File: config.mk
export PLATFORM = sky130hd
export DESIGN_NAME = avalon_bus_arbiter
export DESIGN_NICKNAME = d
export VERILOG_FILES = /design/src/rtl/avalon_bus_arbiter.sv
export SDC_FILE = /design/constraint.sdc
export NUM_CORES = 1
export LEC_CHECK = 0
export BUFFER_PORTS_ARGS = -buffer_cell sky130_fd_sc_hd__buf_2
export CAP_MARGIN = 15
export CORE_AREA = 8 8 116 118
export DETAILED_ROUTE_END_ITERATION = 6
export DIE_AREA = 0 0 124 126
export PLACE_DENSITY = 0.61
export SLEW_MARGIN = 20
export SYNTH_ARGS = -nofsm -noshare
export SYNTH_HDL_FRONTEND = slang
export SYNTH_SLANG_ARGS = --single-unit
File: constraint.sdc
create_clock -name clk -period 4.8 [get_ports clk]
set_input_delay 0.48 -clock clk [delete_from_list [all_inputs] [get_ports clk]]
set_output_delay 0.48 -clock clk [all_outputs]
set_load 0.01 [all_outputs]
File: src/rtl/avalon_bus_arbiter.sv
// Two-master, one-slave Avalon-MM arbiter: serialises m0/m1 onto one slave with
// a one-cycle turnaround, round-robin or fixed-priority grant, and a stall watchdog.
module avalon_bus_arbiter #(
  parameter int FIXED_PRIORITY = 0,
  parameter int MAX_WAIT       = 64
) (
  input  logic        clk,
  input  logic        reset,
  input  logic        m0_read,
  input  logic        m0_write,
  input  logic [31:0] m0_address,
  input  logic [31:0] m0_writedata,
  input  logic [3:0]  m0_byteenable,
  output logic        m0_waitrequest,
  output logic [31:0] m0_readdata,
  input  logic        m1_read,
  input  logic        m1_write,
  input  logic [31:0] m1_address,
  input  logic [31:0] m1_writedata,
  input  logic [3:0]  m1_byteenable,
  output logic        m1_waitrequest,
  output logic [31:0] m1_readdata,
  output logic        s_read,
  output logic        s_write,
  output logic [31:0] s_address,
  output logic [31:0] s_writedata,
  output logic [3:0]  s_byteenable,
  input  logic        s_waitrequest,
  input  logic [31:0] s_readdata,
  output logic [1:0]  owner,
  output logic        timeout
);

  // State encodings double as the owner debug code.
  typedef enum logic [1:0] {
    IDLE = 2'd0,
    OWN0 = 2'd1,
    OWN1 = 2'd2
  } state_t;

  localparam logic [15:0] MAX_WAIT_C = 16'(MAX_WAIT);

  state_t      state_r;
  state_t      state_nxt_s;
  logic        last_grant_r;
  logic [15:0] wait_cnt_r;
  logic [15:0] wait_cnt_inc_s;
  logic        timeout_r;
  logic        req0_s;
  logic        req1_s;
  logic        stalled_s;

  assign req0_s         = m0_read | m0_write;
  assign req1_s         = m1_read | m1_write;
  assign stalled_s      = (state_r != IDLE) && s_waitrequest;
  assign wait_cnt_inc_s = (wait_cnt_r == 16'hFFFF) ? wait_cnt_r : wait_cnt_r + 16'd1;
  assign owner          = state_r;
  assign timeout        = timeout_r;

  // Next-state: grant from IDLE, leave ownership on completion or request drop.
  always_comb begin
    state_nxt_s = state_r;
    case (state_r)
      IDLE: begin
        if (req0_s && req1_s) begin
          if (FIXED_PRIORITY != 0) begin
            state_nxt_s = OWN0;
          end else if (last_grant_r) begin
            state_nxt_s = OWN0;
          end else begin
            state_nxt_s = OWN1;
          end
        end else if (req0_s) begin
          state_nxt_s = OWN0;
        end else if (req1_s) begin
          state_nxt_s = OWN1;
        end else begin
          state_nxt_s = IDLE;
        end
      end
      OWN0: begin
        if (!req0_s || !s_waitrequest) begin
          state_nxt_s = IDLE;
        end else begin
          state_nxt_s = OWN0;
        end
      end
      OWN1: begin
        if (!req1_s || !s_waitrequest) begin
          state_nxt_s = IDLE;
        end else begin
          state_nxt_s = OWN1;
        end
      end
      default: state_nxt_s = IDLE;
    endcase
  end

  // Combinational routing of the owning master to the slave and back.
  always_comb begin
    s_read         = 1'b0;
    s_write        = 1'b0;
    s_address      = 32'd0;
    s_writedata    = 32'd0;
    s_byteenable   = 4'd0;
    m0_waitrequest = 1'b1;
    m1_waitrequest = 1'b1;
    m0_readdata    = 32'd0;
    m1_readdata    = 32'd0;
    case (state_r)
      OWN0: begin
        s_read         = m0_read & ~m0_write;
        s_write        = m0_write;
        s_address      = m0_address;
        s_writedata    = m0_writedata;
        s_byteenable   = m0_byteenable;
        m0_waitrequest = s_waitrequest;
        m0_readdata    = s_readdata;
      end
      OWN1: begin
        s_read         = m1_read & ~m1_write;
        s_write        = m1_write;
        s_address      = m1_address;
        s_writedata    = m1_writedata;
        s_byteenable   = m1_byteenable;
        m1_waitrequest = s_waitrequest;
        m1_readdata    = s_readdata;
      end
      default: begin
        s_read = 1'b0;
      end
    endcase
  end

  // State and round-robin history; last_grant starts at m1 so m0 wins the first tie.
  always_ff @(posedge clk or negedge reset) begin
    if (!reset) begin
      state_r      <= IDLE;
      last_grant_r <= 1'b1;
    end else begin
      state_r <= state_nxt_s;
      if (state_r == IDLE && state_nxt_s == OWN0) begin
        last_grant_r <= 1'b0;
      end else if (state_r == IDLE && state_nxt_s == OWN1) begin
        last_grant_r <= 1'b1;
      end else begin
        last_grant_r <= last_grant_r;
      end
    end
  end

  // Stall watchdog: the flag is sticky and never aborts the transfer.
  always_ff @(posedge clk or negedge reset) begin
    if (!reset) begin
      wait_cnt_r <= 16'd0;
      timeout_r  <= 1'b0;
    end else begin
      if (state_nxt_s == IDLE) begin
        wait_cnt_r <= 16'd0;
      end else if (stalled_s) begin
        wait_cnt_r <= wait_cnt_inc_s;
      end else begin
        wait_cnt_r <= wait_cnt_r;
      end
      if (stalled_s && (wait_cnt_inc_s >= MAX_WAIT_C)) begin
        timeout_r <= 1'b1;
      end else begin
        timeout_r <= timeout_r;
      end
    end
  end

endmodule

==> results_dict.tcl <==
set metrics [dict create \
    die_y_microns 126 \
    post_cts_resized 0 \
    fin_crit_ps 2850 \
    core_sq_mm 0.0117 \
    power.leakage_nw 2.42 \
    cp_top_family "buffers and inverters" \
    cts.htree.levels 1 \
    netlist_instances 394 \
    worstHoldPathType "input pin to async pin" \
    yosys-top-cells-count "nor2b_1 (71), a22oi_1 (69), and2_1 (68), clkbuf_1 (27), nor2_1 (22)" \
    worstPathRequired_ps 4320 \
    crit_chain "inv_1 -> ha_4 -> buf_4 -> nand3b_1 -> o21ai_0 -> and2_1 -> buf_2" \
    startpoint_type "flip-flop" \
    max-vdd-ir-drop_uv 257 \
    critPathMaxStageDelay_ps 670 \
    cp_max_fo 75 \
    drtPass1Iterations 7 \
    rows 40 \
    tightest_slew_ps 937 \
    clk_path_buf_depth 2 \
    endpoint_kind "output pin" \
    die_width_microns 124 \
    path_clk_slew_ps 60 \
    place.gp.congestion 0.920 \
    synth_top_area_share_pct 18.1 \
    final-hold-violation-count 0 \
    via_count 4124 \
    clock_sinks 20 \
    arrival_ps 2370 \
    worstSetupPathType "flip-flop to output pin" \
    yosysMostFrequentCell "nor2b_1" \
    drive_gt1_share_pct 48.9 \
    synth_edf_count 0 \
    clock-skew-final_ps 2.20 \
    failed_checks "design-rule violations" \
    grt_util_all_layers_pct 18.9 \
    setup_viol 0 \
    synth_nets 574 \
    yosysSeqAreaShare_pct 17.5 \
    io-pin-count 314 \
    initial_utilization_pct 24.5 \
    dp_slack_ps 2240 \
    antenna_found_initial 2 \
    finalSetupTns_ps 0 \
    synthArstFlopShare_pct 100 \
    cp_num_buf_inv 3 \
    drt_wl_total_microns 15600 \
    ys_ff_latch 20 \
    synth.avg_cell_area_sq_um 7.28 \
    fmax_ghz 0.351 \
    ant_nets 0 \
    netlist_area_sq_mm 0.00287 \
    clk_latency_ps 250 \
    ys.flop_type "dfrtp_1" \
    synthDistinctLibCells 43 \
    rsz0062_at_grt "false" \
    synth_top_area_cell "a22oi_1" \
    place_hpwl_microns 12900 \
    routed_via_density 5.00 \
    outcome "complete, but fails checks" \
    cts_setup_buffers 0 \
    area_growth_pct 60.3 \
    cts_buffers 3 \
    die_area_sq_mm 0.0156 \
    grt_pass1_vias 4154 \
    drt_iter0_markers 305 \
    holdBufCountCts 0 \
    slowest_stage "ha_4" \
    clk_root_buffer_cell "clkbuf_16" \
    slew-limit-headroom_pct 37.4 \
    io_buffers 313 \
    final.period_utilization_pct 59.4 \
    power.density_mw_per_mm2 478 \
    drcViolationCount 1 \
    dpl-instance-area_sq_mm 0.00450 \
    grt_pass1_wl_microns 23700 \
    finalNetCount 856 \
    grt.overflow.total 0 \
    setup_slack_ps 1950 \
    drv_cap 0 \
    cts_tree "done" \
    grt_max_degree 76 \
    final_area_sq_mm 0.00460 \
    wl_per_cell_microns 19.0 \
    ys_warn_count 0 \
    maxSlewViolCount 0 \
    whs_ps 168 \
    synthTopCellsByArea "a22oi_1 (18%), dfrtp_1 (17%), nor2b_1 (15%), and2_1 (15%), clkbuf_1 (3.5%)" \
]
[kinds of logic (layout without fill, tap and decap cells)]
family          count (synthesis)  in the layout  share of synthesized area, %
mux                             4              4                          1.40
flops                          20             20                          17.5
simple gates                  203            203                          41.8
buf+inv                        45            326                          6.41
other cells                     0              2                             0
xor+xnor                       13             13                          3.97
fa+ha+maj                       5              5                          2.18
compound gates                104            104                          26.7
[routing by layer]
layer | global-route usage, % | part of all wire, %
met1 | 21.1 | 37
met2 | 33.6 | 52
met3 | 6.43 | 9.2
met4 | 3.50 | 1.3
met5 | 0 | 0.083
[power breakdown]
group / leakage [nW] / internal (mW) / switching [mW] / total (mW)
clock network: 0.0442 / 0.127 / 0.0660 / 0.193
registers: 0.273 / 0.189 / 0.0193 / 0.208
logic: 2.11 / 0.752 / 1.04 / 1.79
[state kept, by name, summed over array words and instances, names as in the netlist]
register / flops
wait_cnt_r: 16
last_grant_r: 1
owner: 2
timeout: 1
[worst paths after layout]
path | start | end | slack (ps) | cells past startpoint
setup / recovery | owner[0] | s_read | 1950 | 7
hold / removal | reset | wait_cnt_r[13] | 170 | 1
setup reg to reg | owner[0] | wait_cnt_r[14] | 2220 | 7
hold reg to reg | last_grant_r | last_grant_r | 530 | 2
max in group asynchronous | reset | last_grant_r | 4280 | 1
min in group clk | last_grant_r | last_grant_r | 530 | 2
[final cells by class]
class / count / area (sq um)
fill: 1251 / 7120
multi-input combinational: 329 / 2200
timing repair buffer: 317 / 1600
antenna: 2 / 5.00
clock buffer: 4 / 88.8
tap: 147 / 184
inverter: 5 / 18.8
sequential: 20 / 502
[layout by cell type (no fill, tap or decap), drive strengths merged, types with 5 or more instances in the layout]
cell type  count
o211ai         5
a22oi         69
nand3          7
nor2          22
o21ai         12
and2          68
a21oi          6
xnor2          5
nor2b         71
inv            5
nand2         10
ha             5
buf          317
xor2           8
dfrtp         19
[per-stage QoR]
step                      util, %  instances  total power, mW
after floorplan                 -        394             1.33
after global placement       38.3        818             1.99
after detailed placement     38.4        818             2.02
after CTS                    39.2        822             2.22
after global routing         39.2        823             2.37
final                        39.2        824             2.20
Note: power is estimated with default switching activity, not from simulation.
